<file path="config.mk">
export PLATFORM = sky130hd
export DESIGN_NAME = sc_buffer_serializer
export DESIGN_NICKNAME = d
export VERILOG_FILES = /design/src/rtl/sc_buffer_serializer.sv
export SDC_FILE = /design/constraint.sdc
export NUM_CORES = 2
export LEC_CHECK = 0
export CORE_MARGIN = 4
export CORE_UTILIZATION = 45
export DETAILED_ROUTE_END_ITERATION = 10
export PLACE_DENSITY = 0.7
export SLEW_MARGIN = 30
export SYNTH_ARGS = -nofsm -noshare
export SYNTH_HDL_FRONTEND = slang
export SYNTH_SLANG_ARGS = --single-unit
</file>
<file path="constraint.sdc">
create_clock -name clk -period 6.35 [get_ports clk]
set_input_delay 1.905 -clock clk [delete_from_list [all_inputs] [get_ports clk]]
set_output_delay 1.905 -clock clk [all_outputs]
set_load 0.01 [all_outputs]
</file>
<file path="src/rtl/sc_buffer_serializer.sv">
// Buffers one pending note-match entry per lane and drains them lowest-lane-first, one per clock.
// Optional SC_SER_ABS_DT_EN: emit |song_time - match_time| (0x8000 saturates to 0x7FFF) instead of the signed error.
module sc_buffer_serializer (
    input  logic           clk,
    input  logic           rst_n,
    input  logic [15:0]    song_time,
    input  logic [36:0]    match_trigger,
    input  logic [37*16-1:0] match_time,
    output logic           match_en,
    output logic [15:0]    match_dt,
    output logic [15:0]    queue
);

    localparam int unsigned LANES = 37;

    logic [LANES-1:0] p_q, p_d;
    logic [15:0]      d_q [LANES];
    logic [15:0]      d_d [LANES];
    logic             en_q, en_d;
    logic [15:0]      dt_q, dt_d;
    logic [15:0]      queue_q, queue_d;

    logic [LANES-1:0] sel;
    logic [15:0]      sel_dt;

    function automatic logic [15:0] dt_view(input logic [15:0] diff);
`ifdef SC_SER_ABS_DT_EN
        logic [15:0] mag;
        mag = diff[15] ? (16'd0 - diff) : diff;
        return (mag == 16'h8000) ? 16'h7FFF : mag;
`else
        return diff;
`endif
    endfunction

    always_comb begin
        // Isolate the lowest set pending bit.
        sel     = p_q & (~p_q + 37'd1);
        sel_dt  = '0;
        p_d     = (p_q & ~sel) | match_trigger;
        queue_d = '0;
        for (int unsigned i = 0; i < LANES; i++) begin
            if (sel[i]) sel_dt = sel_dt | d_q[i];
            d_d[i]  = match_trigger[i] ? (song_time - match_time[16*i +: 16]) : d_q[i];
            queue_d = queue_d + 16'(p_d[i]);
        end
        en_d = |p_q;
        dt_d = en_d ? dt_view(sel_dt) : dt_q;
    end

    always_ff @(posedge clk or negedge rst_n) begin
        if (!rst_n) begin
            p_q     <= '0;
            d_q     <= '{default: '0};
            en_q    <= 1'b0;
            dt_q    <= '0;
            queue_q <= '0;
        end else begin
            p_q     <= p_d;
            d_q     <= d_d;
            en_q    <= en_d;
            dt_q    <= dt_d;
            queue_q <= queue_d;
        end
    end

    assign match_en = en_q;
    assign match_dt = dt_q;
    assign queue    = queue_q;

endmodule

</file>
Yosys cells after proc, flatten, opt, wreduce, memory -nomap -nowiden
Index checks and enable logic that the tools add are counted.

word-level totals
  word-level logic and storage cells = 194
  input bits = 647
  register bits = 662
  output and inout bits = 33

cells by class
  mux-type cells = 37
  reduce and logical (&&, ||, !) cells = 1
  add/subtract/negate cells = 74
  bitwise logic cells = 41

operator list
  cell                   count
  $mux 16                37
  $sub 16x16->16         37
  $or 16x16->16          36
  $add 16x1->16          21
  $and 37x37->37         2
  $not 37->37            2
  $add 37x1->37 const B  1
  $or 37x37->37          1
  $reduce_or 37->1       1
  $add 15x1->16          1
  $add 14x1->15          1
  $add 13x1->14          1
  $add 12x1->13          1
  $add 11x1->12          1
  $add 10x1->11          1
  $add 9x1->10           1
  $add 8x1->9            1
  $add 7x1->8            1
  $add 6x1->7            1
  $add 5x1->6            1
  $add 4x1->5            1
  $add 3x1->4            1
  $add 2x1->3            1
  $add 1x1->2            1

Depth between registers and ports, before layout
  depth after elaboration = 76
  mapped depth = 26
  mapped depth without buffers = 22

Worst setup path before layout
OpenSTA, ideal clock, no wires.

  kind = input -> register
  start point = input match_trigger[33]
  end point = register queue_q[4], in the netlist queue[4]
  setup time = 79 ps
  stages on the path = 19
  buffers on the path = 2
  required time = 6,271 ps
  setup slack = -769 ps
  arrival = 7,039 ps
  cells stage by stage = clkbuf_1 inv_1 clkbuf_1 nand2_1 inv_1 fa_1 fa_1 fa_1 inv_1 fa_1 inv_1 fa_1 fa_1 inv_1 fa_1 fa_1 a21o_1 a21oi_1 xor2_1

on the way
  longest elaborated chain between the ends = 5

RTL lines
  element                      line  source
  start: declaration           7     input logic [36:0] match_trigger,
  $or 37x37->37                40    p_d = (p_q & ~sel) | match_trigger;
  via p_d[33]                  16    logic [LANES-1:0] p_q, p_d;
  $add 16x1->16 (4 in series)  45    queue_d = queue_d + 16'(p_d[i]);
  via queue_d[4]               21    logic [15:0] queue_q, queue_d;
  end signal: assignment       63    queue_q <= queue_d;
  end: declaration             21

The timed path passes the listed nets, and every way through them passes these cells.
A chain may end at the register's enable or synchronous reset.

Worst setup path after layout
  start point = input match_trigger[11]
  end point = register queue_q[4], in the netlist queue[4]

on the way
  longest elaborated chain between the ends = 27

RTL lines
  element                       line
  $or 37x37->37                 40
  via p_d[11]                   16
  $add 11x1->12                 45
  $add 12x1->13                 45
  $add 13x1->14                 45
  $add 14x1->15                 45
  $add 15x1->16                 45
  $add 16x1->16 (21 in series)  45
  via queue_d[4]                21

The timed path passes the listed nets, and every way through them passes these cells.

==> results.ini <==
[floorplanning]
initial_core_util_pct=45.4
dieArea_um2=125000
rows=126
coreArea_um2=118000
ports_placed_on_the_boundary=680
die_height_um=353
fp.dieW_um=353

[clock_tree]
cts_max_path_buffers=3
clock-root-buffer=clkbuf_16
ctsHtreeMaxLevel=3
total_number_of_clock_tree_sinks=652
cts_made_buffers=80
worst_setup_hold_path_clk_slew_ns=0.06
later_pin_clock_latency_in_the_skew_report_ns=0.68
cts_tree=done

[min_path]
hold_start=d_q[553]
min_path_type=register to register

[setup_path]
worstReg2RegStart=p_q[3]
worstSetupStartpoint=match_trigger[11]
critPathKind=input pin to register
worst-endpoint-required_ns=6.95
critical_path.startpoint_type=input pin
biggest_fanout_along_the_worst_timing_path=2
worstSetupEndpointType=register
critPathArrivalTime_ns=7.15

[finish]
final_core_utilization_pct=55.7
most-common-layout-cells=708 x inv_1, 652 x dfrtp_1, 652 x clkdlybuf4s50_1
proportion_of_layout_cells_with_a_drive_suffix_above_1_pct=11.6
fin_nets=8078
flow.area_growth_from_synthesis_pct=22.7
mostFrequentLayoutCell=inv_1
nFillCells=10600

[power]
internal_power_mw=10.2
sw_frac_of_total_pct=33.7
netSwitchingPower_mw=5.18
p_clk_share_pct=31.9
power.ir.vdd_worst_mv=0.201
power.density_cell_area_nw_per_um2=233
share_seq_of_total_power_pct=37.2
leakagePower_nw=30.9
share_comb_of_total_power_pct=30.9

[routing]
ant_nets=0
detailedRoute.firstIterationViolations=4630
num_vias=49800
post_drt_via_cell_ratio=5.92
routed_wl_mm=214
route.detailed.wl_per_inst_um=25.5
dr.pass1.iters=8
drc_errors=0

[sta]
unrepaired_setup_endpoints_after_global_routing=true
totalNegativeSetupSlack_ns=-0.444
layout_worst_path_cycle_share_pct=103
period_needed_ns=6.54
timing_max_transition_violations_final=0
holdWs_ns=0.483
final_critical_path_setup_slack_ns=-0.190
timing.slew.headroom_pct=28.4
finalHoldViolCount=0
tightest_slew_ns=1.07
final-setup-viol-count=4
finClkSkew_ns=0.0313
maxClockFrequency_ghz=0.153

[global_route]
grt_start_max_net_pins=111
antenna_found_initial=11
overall_global_routing_resource_usage_pct=33.0
grt_remaining_overflow=0
grt_first_pass_wirelength_mm=310
via_count_of_the_first_global_routing_pass=48200

[placed_design]
io_buffers=669
dpl.hpwl_mm=168
gpl.final_weighted_congestion=0.965

[job]
maximum_capacitance_violations=0

[synth]
netlist_area_um2=53600
ys_dominant_reg_cell=dfrtp_1
post_synth_inst_count=6038
number_of_synthesized_flops_with_an_enable_pin=0
synth_cell_type_count=84
synth_sequential_area_ratio_pct=30.4
yosysWarnings=0
syn-mean-instance-area_um2=8.88
synth_async_sr_flop_share_pct=100
synth-seq-cells=652

[run_status]
failing_checks=setup timing
status=finished with violations

-- routing by layer --
layer | up-vias | track usage [%] | share of wire [%]
li1 | 22900 | - | -
met1 | 24200 | 45.1 | 42
met2 | 2240 | 50.0 | 43
met3 | 473 | 6.37 | 8.7
met4 | 8 | 16.7 | 5.9
met5 | - | 0 | 0.028
-- synthesized netlist by cell type (11+ instances only) --
library cell	n	share of area [%]
inv_1	720	5.0
dfrtp_1	652	30
ha_1	562	13
nand2_1	548	3.8
nor2_1	360	2.5
o21ai_0	350	3.3
mux2_2	343	7.2
xnor2_1	266	4.3
a21oi_1	262	2.4
nor3_1	139	1.3
a22oi_1	133	1.9
xor2_1	128	2.1
a21o_1	113	1.6
clkbuf_1	112	0.78
o31ai_1	111	1.6
or3_1	94	1.1
o21a_1	91	1.3
nand2b_1	89	1.0
nor2b_1	84	0.98
a211oi_1	74	1.0
fa_1	66	2.5
a221oi_1	61	1.0
or2_2	58	0.68
nand3_1	56	0.52
a31oi_1	45	0.53
o211ai_1	44	0.62
and3_1	42	0.49
nand4_1	38	0.44
o211a_1	33	0.62
a31o_2	27	0.44
o21bai_1	24	0.34
a22o_1	23	0.38
o41ai_1	21	0.34
o22ai_1	20	0.23
a21boi_0	19	0.27
a222oi_1	19	0.35
buf_4	18	0.25
mux2i_1	18	0.34
a41o_1	16	0.30
buf_2	16	0.15
o41a_1	14	0.29
nor4_1	11	0.13
-- repair_timing --
item,CTS,global route
pin swaps,1,2
buffers inserted,1,3
hold buffers,0,0
resized for setup,2,8
setup endpoints to repair,2,5
-- worst max-delay path, cell delays in order --
cell	delay, ns
clkdlybuf4s50_1	0.61
inv_1	0.16
o21ai_0	0.15
inv_1	0.09
fa_1	0.53
fa_1	0.46
fa_1	0.58
fa_1	0.44
fa_1	0.47
fa_1	0.50
inv_2	0.04
fa_2	0.36
fa_2	0.36
a21o_1	0.20
a21oi_2	0.14
xor2_1	0.14
-- per-stage QoR --
step	cell area (µm²)	instances	power [mW]	worst slack, ns
2_1_floorplan	53800	6047	8.38	-0.176
3_3_place_gp	62900	8249	10.3	-0.853
3_5_place_dp	62900	8252	10.4	-0.878
4_1_cts	65700	8403	15.3	-0.134
5_1_grt	65800	8409	16.0	-0.360
6_report	65800	8412	15.3	-0.190
-- layout make-up --
type | count | area [µm²] | share of cell area, %
clock buffers | 117 | 2370 | 3.61
inverters | 722 | 2720 | 4.14
clock inverters | 33 | 407 | 0.618
multi-input cells | 4508 | 33900 | 51.5
diodes | 5 | 12.5 | 0.0190
well taps | 1536 | 1920 | 2.92
flip-flops and latches | 652 | 16300 | 24.8
repair buffers | 839 | 8120 | 12.3
-- kinds of logic after synthesis --
group	Yosys count	share of synthesized area [%]
AO/OA/AOI/OAI	1551	19.6
XOR/XNOR	394	6.44
adder cells (fa/ha/maj)	628	15.6
buffers and inverters	887	6.50
flip-flops	652	30.4
multiplexers	361	7.54
other	1	0.00700
AND/OR/NAND/NOR	1564	13.9
-- power by group through the flow --
stage	Combinational (mW)	Clock, mW	Sequential, mW
global placement	4.56	0	5.72
CTS	4.69	4.90	5.68
global route	5.14	5.08	5.77
finish	4.74	4.89	5.71
floorplan	2.96	0	5.42
detailed placement	4.65	0	5.74
-- registers in the layout (all words and copies together), names as in the netlist --
register,cells
match_en,1
p_q,37
d_q,592
match_dt,16
queue,6
-- worst paths after layout --
path	depth (start not counted)	slack, ns	endpoint
worst max-delay path	16	-0.19	queue[4]
worst min-delay path	2	0.48	d_q[553]
worst max register to register	21	-0.10	queue[4]
worst min register to register	2	0.48	d_q[553]
max in group asynchronous	2	3.81	d_q[522]
min in group asynchronous	1	1.27	d_q[158]
(Power assumes the default switching activity.)
